$ cat config.mk
export PLATFORM = sky130hd
export DESIGN_NAME = sim_dump_trigger
export DESIGN_NICKNAME = d
export VERILOG_FILES = /design/src/rtl/sim_dump_trigger.sv
export SDC_FILE = /design/constraint.sdc
export NUM_CORES = 1
export LEC_CHECK = 0
export BUFFER_PORTS_ARGS = -buffer_cell sky130_fd_sc_hd__buf_2
export CAP_MARGIN = 20
export CORE_ASPECT_RATIO = 0.8
export CORE_MARGIN = 2
export CORE_UTILIZATION = 50
export CTS_CLUSTER_SIZE = 30
export DETAILED_ROUTE_END_ITERATION = 10
export PLACE_DENSITY = 0.83
export SLEW_MARGIN = 10
export SYNTH_ARGS = -nofsm -noshare
export SYNTH_HDL_FRONTEND = slang
export SYNTH_SLANG_ARGS = --single-unit
$ cat constraint.sdc
create_clock -name clk -period 4.2 [get_ports clk]
set_clock_uncertainty 0.15 [all_clocks]
set_input_delay 0.63 -clock clk [delete_from_list [all_inputs] [get_ports clk]]
set_output_delay 0.63 -clock clk [all_outputs]
set_load 0.01 [all_outputs]
$ cat src/rtl/sim_dump_trigger.sv
// sim_dump_trigger: dump-window controller for simulation benches and capture logic.
// Counts frames on vs falling edges and tracks the ROM-download flag. It then opens
// one or more dump windows. Each window has a programmable start condition, length,
// gap and repeat count.
// Ports:
//   clk, rst                  clock, synchronous active-high reset
//   vs, dwnld                 vertical sync and download flag (clk-synchronous)
//   arm                       level enable; rising edge latches config, low aborts
//   mode                      0 IMMEDIATE, 1 LOAD, 2 FRAME, 3 LOAD_FRAME
//   start_frame               frame number that opens the first window
//   win_len, win_gap          frames per window (0 = unlimited), frames between windows
//   win_num                   number of windows (0 treated as 1)
//   frame_cnt                 frame counter
//   dump_en, dump_on, dump_off window level, open pulse, close pulse
//   win_idx, done             current/last window index, all windows completed
module sim_dump_trigger #(
  parameter int unsigned FW = 32,
  parameter int unsigned LW = 16,
  parameter int unsigned CW = 8
) (
  input  logic          clk,
  input  logic          rst,
  input  logic          vs,
  input  logic          dwnld,
  input  logic          arm,
  input  logic [1:0]    mode,
  input  logic [FW-1:0] start_frame,
  input  logic [LW-1:0] win_len,
  input  logic [LW-1:0] win_gap,
  input  logic [CW-1:0] win_num,
  output logic [FW-1:0] frame_cnt,
  output logic          dump_en,
  output logic          dump_on,
  output logic          dump_off,
  output logic [CW-1:0] win_idx,
  output logic          done
);

  localparam int unsigned CW1 = CW + 1;

  localparam logic [1:0] M_IMM   = 2'd0;
  localparam logic [1:0] M_LOAD  = 2'd1;
  localparam logic [1:0] M_FRAME = 2'd2;

  typedef enum logic [2:0] {
    S_IDLE, S_WAIT_DL, S_WAIT_START, S_ACTIVE, S_GAP, S_DONE
  } state_e;

  state_e        state_q, state_d;
  logic          vs_q, dl_q, arm_q;
  logic [FW-1:0] frame_q, frame_d;
  logic [LW-1:0] cnt_q, cnt_d;
  logic [CW-1:0] idx_q, idx_d;
  logic [1:0]    mode_q, mode_d;
  logic [FW-1:0] start_q, start_d;
  logic [LW-1:0] len_q, len_d;
  logic [LW-1:0] gap_q, gap_d;
  logic [CW-1:0] num_q, num_d;
  logic          dump_en_q, dump_en_d;
  logic          dump_on_q, dump_on_d;
  logic          dump_off_q, dump_off_d;
  logic          done_q, done_d;

  logic          vs_fall, dl_fall, dl_rise, arm_rise, frame_ev, redl, last_win;
  logic [CW-1:0] num_eff;

  // Edge detection; a vs edge coinciding with a download end is discarded
  always_comb begin
    vs_fall  = vs_q & ~vs;
    dl_fall  = dl_q & ~dwnld;
    dl_rise  = ~dl_q & dwnld;
    arm_rise = arm & ~arm_q;
    frame_ev = vs_fall & ~dl_fall;
    redl     = mode_q[0];  // LOAD and LOAD_FRAME restart on a new download
    num_eff  = (num_q == '0) ? CW'(1) : num_q;
    last_win = ({1'b0, idx_q} + CW1'(1)) >= {1'b0, num_eff};
  end

  // Frame counter, window FSM and registered output terms
  always_comb begin
    state_d = state_q;
    frame_d = frame_q;
    cnt_d   = cnt_q;
    idx_d   = idx_q;
    mode_d  = mode_q;
    start_d = start_q;
    len_d   = len_q;
    gap_d   = gap_q;
    num_d   = num_q;

    if (dl_fall)      frame_d = '0;
    else if (vs_fall) frame_d = frame_q + FW'(1);

    if (state_q != S_IDLE && !arm) begin
      state_d = S_IDLE;
    end else if (redl && dl_rise &&
                 (state_q == S_WAIT_START || state_q == S_ACTIVE || state_q == S_GAP)) begin
      state_d = S_WAIT_DL;
      idx_d   = '0;
    end else begin
      case (state_q)
        S_IDLE: begin
          if (arm_rise) begin
            mode_d  = mode;
            start_d = start_frame;
            len_d   = win_len;
            gap_d   = win_gap;
            num_d   = win_num;
            idx_d   = '0;
            case (mode)
              M_IMM: begin
                state_d = S_ACTIVE;
                cnt_d   = win_len;
              end
              M_FRAME: state_d = S_WAIT_START;
              default: state_d = S_WAIT_DL;
            endcase
          end
        end
        S_WAIT_DL: begin
          if (dl_fall) begin
            if (mode_q == M_LOAD) begin
              state_d = S_ACTIVE;
              cnt_d   = len_q;
            end else begin
              state_d = S_WAIT_START;
            end
          end
        end
        S_WAIT_START: begin
          if (frame_ev && frame_q == start_q) begin
            state_d = S_ACTIVE;
            cnt_d   = len_q;
          end
        end
        S_ACTIVE: begin
          // len 0 keeps the window open until abort or re-download
          if (frame_ev && len_q != '0) begin
            if (cnt_q == LW'(1)) begin
              if (last_win) begin
                state_d = S_DONE;
              end else begin
                state_d = S_GAP;
                cnt_d   = gap_q;
              end
            end else begin
              cnt_d = cnt_q - LW'(1);
            end
          end
        end
        S_GAP: begin
          if (gap_q == '0 || (frame_ev && cnt_q == LW'(1))) begin
            state_d = S_ACTIVE;
            cnt_d   = len_q;
            idx_d   = idx_q + CW'(1);
          end else if (frame_ev) begin
            cnt_d = cnt_q - LW'(1);
          end
        end
        S_DONE:  ;
        default: state_d = S_IDLE;
      endcase
    end

    dump_en_d  = (state_d == S_ACTIVE);
    dump_on_d  = (state_d == S_ACTIVE) && (state_q != S_ACTIVE);
    dump_off_d = (state_q == S_ACTIVE) && (state_d != S_ACTIVE);
    done_d     = (state_d == S_DONE);
  end

  // State and output registers
  always_ff @(posedge clk) begin
    if (rst) begin
      state_q    <= S_IDLE;
      vs_q       <= 1'b0;
      dl_q       <= 1'b0;
      arm_q      <= 1'b0;
      frame_q    <= '0;
      cnt_q      <= '0;
      idx_q      <= '0;
      mode_q     <= '0;
      start_q    <= '0;
      len_q      <= '0;
      gap_q      <= '0;
      num_q      <= '0;
      dump_en_q  <= 1'b0;
      dump_on_q  <= 1'b0;
      dump_off_q <= 1'b0;
      done_q     <= 1'b0;
    end else begin
      state_q    <= state_d;
      vs_q       <= vs;
      dl_q       <= dwnld;
      arm_q      <= arm;
      frame_q    <= frame_d;
      cnt_q      <= cnt_d;
      idx_q      <= idx_d;
      mode_q     <= mode_d;
      start_q    <= start_d;
      len_q      <= len_d;
      gap_q      <= gap_d;
      num_q      <= num_d;
      dump_en_q  <= dump_en_d;
      dump_on_q  <= dump_on_d;
      dump_off_q <= dump_off_d;
      done_q     <= done_d;
    end
  end

  assign frame_cnt = frame_q;
  assign dump_en   = dump_en_q;
  assign dump_on   = dump_on_q;
  assign dump_off  = dump_off_q;
  assign win_idx   = idx_q;
  assign done      = done_q;

endmodule

; Yosys cells after proc, flatten, opt, wreduce, memory -nomap -nowiden
; Cells that the tools add are included.
[totals]
regBits = 140
wordCells = 108
inputBits = 79
out_inout_bits = 44
[op_classes]
addsub = 4
order_cmp = 1
bitwise = 12
eq_ne = 23
reduce_logical = 24
muxes = 28
[ops]
columns = operator, n
row1 = $mux 16, 10
row2 = $pmux 16 s5, 1
row3 = $add 32x1->32 const B, 1
row4 = $eq 32x32->1, 1
row5 = $mux 8, 4
row6 = $mux 3, 8
row7 = $pmux 3 s6, 1
row8 = $eq 16x1->1 const B, 1
row9 = $logic_not 16->1, 1
row10 = $pmux 8 s2, 1
row11 = $reduce_bool 16->1, 1
row12 = $sub 16x1->16 const B, 1
row13 = $reduce_and 11->1, 1
row14 = $add 8x1->9 const B, 1
row15 = $eq 3x2->1 const B, 3
row16 = $eq 3x3->1 const B, 3
row17 = $ge 9x8->1, 1
row18 = $ne 3x2->1 const B, 3
row19 = $add 8x1->8 const B, 1
row20 = $logic_and 1x1->1, 8
row21 = $logic_not 8->1, 1
row22 = $ne 2x2->1 const B, 4
row23 = $reduce_and 4->1, 2
row24 = $not 1->1, 7
row25 = other kinds (16), 26

; Longest topological paths before layout
; Gate-level depths: netlist of run 1.
[depth]
depth_word = 12
depth_mapped = 11
mapped_depth_nobuf = 11

; Worst setup path after synthesis of run 1
; No wires, ideal clock.
[synth_path]
path_type = reg-to-reg
startpoint = reg idx_q[0], in the netlist win_idx[0]
endpoint = reg cnt_q[1]
required_time_ps = 3949
stages_incl_launch_ff = 12
setup_ps = 101
synth_period_minus_slack_ps = 2883
setup_slack_ps = 1317
n_path_buf = 1
arrival_time_ps = 2632
path_cell_list = dfxtp_1 ha_1 nand3_1 xnor2_1 ha_1 a21oi_1 o22ai_1 a211oi_1 a31oi_1 or2_2 clkbuf_1 o41ai_1
[synth_via]
elab_chain_len = 4
[synth_lines]
columns = item, line
row1 = from (decl), 53  ; logic [CW-1:0] idx_q, idx_d;
row2 = from (signal assigned), 197  ; idx_q <= idx_d;
row3 = $add 8x1->9, 76  ; last_win = ({1'b0, idx_q} + CW1'(1)) >= {1'b0, num_eff};
row4 = $ge 9x8->1, 76
row5 = $ne 3x3->1 (no line), -
row6 = $reduce_and 11->1 (no line), -
row7 = to (signal assigned), 196  ; cnt_q <= cnt_d;
row8 = to (decl), 52  ; logic [LW-1:0] cnt_q, cnt_d;
; No other way between the ends.
; A chain may end at the register's enable or synchronous reset.

; Worst setup path after layout of run 1
[layout_path]
startpoint = reg cnt_q[11]
endpoint = reg idx_q[1], in the netlist win_idx[1]
[layout_via]
elab_chain_len = 5
[layout_lines]
columns = item, line
row1 = $eq 16x1->1, 152  ; if (gap_q == '0 || (frame_ev && cnt_q == LW'(1))) begin
row2 = $logic_and 1x1->1, 152
row3 = $logic_or 1x1->1, 152
row4 = $ne 3x1->1 (no line), -
row5 = $reduce_and 4->1 (no line), -
; No other way between the ends.

==> key figures, run 1 <==
Worst setup path
  • Slowest stage delay, CP: 0.58 ns
  • Critical path peak fanout: 18
  • CP required: 4.41 ns
  • CP delay by family, top: simple AND/OR/NAND/NOR gates
  • Worst path slowest cell: or4_4
  • CP arrival: 3.67 ns
  • Critical path cell sequence: or4_4, or4_4, o32a_1, a21oi_4, nor2_1, nor3b_1, a31o_1
  • CP most frequent cell: or4_4
  • Setup Crit Path Kind: reg -> reg
  • Startpoint types: register
  • Worst Setup End Kind: register
  • CP bufs+invs: 0

STA
  • PnR worst setup slack: 0.736 ns
  • Tmin final: 3.46 ns
  • Sum Neg Setup Slack: 0 ns
  • Setup violators final: 0
  • Worst-Margin Slew: 1.08 ns
  • Fin. max-slew vios: 0
  • Max Clk Rate: 0.289 GHz
  • Fin. Hold Viols: 0
  • RSZ-0062 raised after global routing: no
  • Final Cycle Share: 82.5%
  • Worst hold slack: 0.298 ns
  • Relative slew slack: 27.4%

Power and ir drop
  • Internal Power: 2500 uW
  • Total power: 3580 uW
  • Sequential power share: 41.5%
  • Sw Pwr: 1080 uW
  • Pwr Density: 428 nW/um^2
  • Leakage: 0.00347 uW
  • Net Sw Frac: 30.2%
  • Maximum vdd ir drop: 0.316 mV
  • Power share of the combinational group: 18.3%
  • Power share of the clock group: 40.2%

Global routing
  • Initial antenna violation count: 2
  • Grt total ovfl: 0
  • Global Route Usage Sum: 26.9%
  • Global-route wire length before repair: 31,900 um
  • Vias in the first global route: 6,278
  • Largest net degree at the start of global routing: 61

Yosys
  • Synth async-reset ratio: 0%
  • Post-synthesis instance total: 889
  • Top FF cell, synth: dfxtp_1
  • Mapped cell area: 7030 um^2
  • Synth Area per Inst: 7.90 um^2
  • Syn_nets: 980
  • Post-synthesis register bit count: 140
  • EDFF count, synth: 0
  • Yosys warns: 0
  • Sequential area share after synthesis: 39.9%
  • Synth unique cells: 71

Cells and area
  • Area Overhead vs Synth: 18.9%
  • Design Area, Final: 8350 um^2
  • Share of layout cells above drive strength 1: 18.4%
  • Commonest non-fill, non-tap cells in the layout: 188 x nand2_1, 140 x dfxtp_1, 122 x buf_2, 99 x a21oi_1, 79 x nor2_1
  • Most common cell after layout, fill and taps aside: nand2_1
  • # nets final: 1,087

Floorplan
  • Core area: 13,600 um^2
  • Die Footprint: 15,000 um^2
  • Cell row count: 38
  • I/O pin cnt: 123
  • Starting Density: 51.5%
  • Die outline height: 110 um
  • Die width: 137 um

Placed design
  • Gp weighted congestion: 1.00
  • Dpl ws: 0.821 ns
  • Hpwl dp: 14,300 um
  • Port Buf Inserts: 122
  • DP Area: 7780 um^2

Clock network
  • CTS root buf: clkbuf_16
  • Worst skew pair latency: 0.41 ns
  • Worst-path clk slew: 0.06 ns
  • Setup Buffers After CTS: 0
  • Buffer levels on the longest clock path: 2
  • Number of clock sinks: 140
  • Num CTS Buffers: 17
  • CTS Hold Bufs: 0
  • Post_cts resized: 0
  • CTS tree: done
  • CTS H-Tree Depth: 4

Job
  • Max Cap Viol: 0

Drt
  • Total length of routed wires: 19,800 um
  • 1st-pass router iterations: 7
  • Residual DRC: 0
  • Average wire per standard cell: 16.6 um
  • Detail Route Antenna Nets: 0
  • First DRT Iteration DRCs: 717
  • DR vias: 7,013
  • Vias per cell: 5.89

Worst hold path
  • Hold Path Class: in -> reg

Status
  • Status: complete, no violations
==> cells in the mapped netlist, drive strengths merged (8+ instances only) <==
| master | number | area, um^2 |
|---|---|---|
| xnor2 | 17 | 149 |
| nand2b | 8 | 50.1 |
| clkbuf | 28 | 105 |
| ha | 12 | 150 |
| nand2 | 189 | 709 |
| inv | 20 | 75.1 |
| xor2 | 54 | 473 |
| a31o | 8 | 70.1 |
| nand4 | 14 | 87.6 |
| buf | 19 | 111 |
| o21ai | 17 | 88.8 |
| a21oi | 100 | 504 |
| nor3 | 16 | 85.1 |
| nor2 | 79 | 297 |
| dfxtp | 140 | 2800 |
| nor4 | 22 | 138 |
| o31ai | 11 | 82.6 |
| nand3 | 20 | 100 |
==> through the flow <==
step / util [%] / std cells
global route: 61.2 / 1189
floorplan: - / 889
global placement: 56.8 / 1156
CTS: 61.2 / 1189
detailed placement: 57.0 / 1157
finish: 61.2 / 1191
==> logic make-up (layout without fill, tap and decap cells) <==
family | after synthesis | after routing | share of synthesized area, %
and+or+nand+nor | 391 | 391 | 25.6
AOI/OAI and AO/OA | 207 | 207 | 19.4
DFF | 140 | 140 | 39.9
xor gates and xnor gates | 71 | 71 | 8.85
buffers and inverters | 68 | 188 | 4.20
adders and majority gates | 12 | 12 | 2.14
other | 0 | 2 | 0
==> power by group through the flow <==
stage | clock [uW] | sequential (uW) | combinational (uW)
global placement | 0 | 1510 | 630
CTS | 1450 | 1480 | 643
global route | 1500 | 1500 | 724
floorplan | 0 | 1490 | 470
detailed placement | 0 | 1510 | 637
finish | 1440 | 1490 | 656
==> metal layers <==
layer	GRT usage, %	wire length, um
met1	38.1	8780
met2	40.3	8730
met3	7.13	1870
met4	8.18	383
met5	0	13
==> area by class of cell <==
type                       count  area, um^2
antenna                        2        5.00
clock buffer                  19         453
clock inverter                13         116
fill                        1179        5290
inverter                      21        78.8
multi-input combinational    681        3940
sequential                   140        2800
tap                          180         225
timing repair buffer         135         728
==> worst min-delay path, stage by stage <==
cell,delay (ns)
buf_2,0.09
nand2_1,0.04
a21oi_1,0.05
==> state kept, by name, indices dropped and copies added (netlist names) <==
name       count
mode_q         2
done           1
dump_on        1
dump_off       1
vs_q           1
frame_cnt     32
gap_q         16
state_q        3
num_q          8
dump_en        1
win_idx        8
len_q         16
dl_q           1
arm_q          1
start_q       32
cnt_q         16
==> final timing paths <==
path	to	slack (ns)	cells past startpoint	startpoint
min reg2reg	mode_q[1]	0.30	2	mode_q[1]
min	start_q[11]	0.30	3	start_frame[11]
max reg2reg	win_idx[1]	0.74	7	cnt_q[11]
max	win_idx[1]	0.74	7	cnt_q[11]
Power figures use the tool's default switching activity.
==> run 2: changes to the inputs <==
==> constraint.sdc (replaced) <==
create_clock -name clk -period 3.2 [get_ports clk]
set_clock_uncertainty 0.15 [all_clocks]
set_input_delay 0.48 -clock clk [delete_from_list [all_inputs] [get_ports clk]]
set_output_delay 0.48 -clock clk [all_outputs]
set_load 0.01 [all_outputs]
==> key figures, run 2 (synthesized netlist as in run 1, its figures left out) <==
Global routing
  • Global Route Usage Sum: 27.4% (was 26.9%)
  • Global-route wire length before repair: 32,400 um (was 31,900 um)
  • Met3 global-route usage: 6.86% (was 7.13%)
  • Largest net degree at the start of global routing: 95 (was 61)
  • Vias in the first global route: 6,324 (was 6,278)
  • Grt total ovfl: 0 (unchanged)
  • Initial antenna violation count: 1 (was 2)
  • Gr busiest metal: met2 (unchanged)
  • GRT met2 Usage: 40.8% (was 40.3%)
  • Grt met1 use: 38.9% (was 38.1%)

Floorplan
  • I/O pin cnt: 123 (unchanged)
  • Core area: 13,600 um^2 (unchanged)
  • Die width: 137 um (unchanged)
  • Starting Density: 51.5% (unchanged)
  • Die Footprint: 15,000 um^2 (unchanged)
  • Cell row count: 38 (unchanged)
  • Die outline height: 110 um (unchanged)

Cells and area
  • Share of layout cells above drive strength 1: 19.7% (was 18.4%)
  • Most common cell after layout, fill and taps aside: nand2_1 (unchanged)
  • Area Overhead vs Synth: 20.5% (was 18.9%)
  • Util after Layout: 62.1% (was 61.2%)
  • # nets final: 1,100 (was 1,087)
  • Commonest non-fill, non-tap cells in the layout: 188 x nand2_1, 140 x dfxtp_1, 122 x buf_2, 99 x a21oi_1, 78 x nor2_1 (was 188 x nand2_1, 140 x dfxtp_1, 122 x buf_2, 99 x a21oi_1, 79 x nor2_1)
  • Design Area, Final: 8470 um^2 (was 8350 um^2)

Worst setup path
  • Worst path slowest cell: dfxtp_1 (was or4_4)
  • Worst Setup End Kind: register (unchanged)
  • Startpoint types: register (unchanged)
  • Slowest stage delay, CP: 0.42 ns (was 0.58 ns)
  • Critical path cell sequence: ha_2, nand3_1, xnor2_2, ha_1, a21oi_1, o22ai_1, a211oi_2, a31oi_1, buf_4, o311a_1, a31o_2 (was or4_4, or4_4, o32a_1, a21oi_4, nor2_1, nor3b_1, a31o_1)
  • Critical path peak fanout: 20 (was 18)
  • Setup Crit Path Kind: reg -> reg (unchanged)
  • CP arrival: 3.26 ns (was 3.67 ns)
  • CP required: 3.35 ns (was 4.41 ns)

Power and ir drop
  • Power share of the clock group: 40.4% (was 40.2%)
  • Internal Power: 3340 uW (was 2500 uW)
  • Leakage: 0.00356 uW (was 0.00347 uW)
  • Sw Pwr: 1440 uW (was 1080 uW)
  • Sequential power share: 40.7% (was 41.5%)
  • Net Sw Frac: 30.2% (about the same)
  • Maximum vdd ir drop: 0.418 mV (was 0.316 mV)
  • Pwr Density: 565 nW/um^2 (was 428 nW/um^2)
  • Power share of the combinational group: 18.9% (was 18.3%)
  • Total power: 4780 uW (was 3580 uW)

Drt
  • DR vias: 6,979 (was 7,013)
  • Residual DRC: 0 (unchanged)
  • Detail Route Antenna Nets: 0 (unchanged)
  • Average wire per standard cell: 17.0 um (was 16.6 um)
  • First DRT Iteration DRCs: 820 (was 717)
  • Total length of routed wires: 20,400 um (was 19,800 um)
  • Vias per cell: 5.81 (was 5.89)
  • 1st-pass router iterations: 5 (was 7)

Status
  • Status: complete, no violations (unchanged)

Placed design
  • DP Area: 7870 um^2 (was 7780 um^2)
  • Dpl ws: 0.125 ns (was 0.821 ns)
  • Gp weighted congestion: 0.977 (was 1.00)
  • Port Buf Inserts: 122 (unchanged)
  • Hpwl dp: 14,500 um (was 14,300 um)

Clock network
  • Worst-path clk slew: 0.07 ns (was 0.06 ns)
  • CTS tree: done (unchanged)
  • Num CTS Buffers: 17 (unchanged)
  • Post_cts resized: 0 (unchanged)
  • CTS root buf: clkbuf_16 (unchanged)
  • CTS Hold Bufs: 0 (unchanged)
  • CTS H-Tree Depth: 4 (unchanged)
  • Setup Buffers After CTS: 0 (unchanged)
  • Worst skew pair latency: 0.41 ns (about the same)
  • Number of clock sinks: 140 (unchanged)
  • Buffer levels on the longest clock path: 2 (unchanged)

Job
  • Max Cap Viol: 0 (unchanged)

STA
  • Fin. max-slew vios: 0 (unchanged)
  • Tmin final: 3.10 ns (was 3.46 ns)
  • Worst-Margin Slew: 1.04 ns (was 1.08 ns)
  • Relative slew slack: 30.7% (was 27.4%)
  • PnR worst setup slack: 0.0966 ns (was 0.736 ns)
  • Final Cycle Share: 97.0% (was 82.5%)
  • Sum Neg Setup Slack: 0 ns (unchanged)
  • Fin. Hold Viols: 0 (unchanged)
  • Max Clk Rate: 0.322 GHz (was 0.289 GHz)
  • Setup violators final: 0 (unchanged)

Worst hold path
  • Hold Path Class: in -> reg (unchanged)
-- run 2: changes by cell type in the layout (fill, tap and decap cells not counted), moves of 2 or more --
cell        previous run  this run
buf_4                 12        25
clkinvlp_4             6         2
o311ai_0               6         4
clkbuf_8               2         0
o311ai_1               1         3
-- run 2: through the flow --
| stage | hold slack, ns | instances |
|---|---|---|
| floorplan | 0.281 | 889 |
| global placement | 0.295 | 1170 |
| detailed placement | 0.298 | 1170 |
| CTS | 0.140 | 1201 |
| global route | 0.144 | 1202 |
| finish | 0.151 | 1202 |
-- run 2: routing by layer --
metal,up-vias,wire length (um)
li1,3381,-
met1,3222,9240
met2,332,8780
met3,44,1880
met4,0,482
met5,-,0
-- run 2: worst paths after layout --
kind	from	endpoint	slack, ns	depth (start not counted)
worst min-delay path	win_gap[4]	gap_q[4]	0.15	3
worst min register to register	num_q[1]	num_q[1]	0.31	2
worst max register to register	win_idx[0]	cnt_q[14]	0.1	11
worst max-delay path	win_idx[0]	cnt_q[14]	0.1	11
-- run 2: power groups by stage --
| stage | Clock [uW] | Sequential (uW) | Combinational (uW) |
|---|---|---|---|
| after floorplan | 0 | 1950 | 617 |
| after global placement | 0 | 1980 | 864 |
| after detailed placement | 0 | 1980 | 874 |
| after CTS | 1940 | 1940 | 883 |
| after global routing | 2020 | 1960 | 996 |
| final | 1930 | 1950 | 904 |
-- run 2: area by class of cell --
class	instances	area (um^2)
Fill cell	1176	5180
Multi-Input combinational cell	681	3970
Sequential cell	140	2800
Timing Repair Buffer	148	818
Clock buffer	18	429
Tap cell	180	225
Clock inverter	13	141
Inverter	21	78.8
Antenna cell	1	2.50
-- run 2: critical path, delay by kind of cell (launching register included) --
family	cells	cell delay, ns
xor gates and xnor gates	1	0.18
buffers and inverters	1	0.24
adders and majority gates	2	0.56
AOI/OAI and AO/OA	6	1.30
DFF	1	0.42
and+or+nand+nor	1	0.13
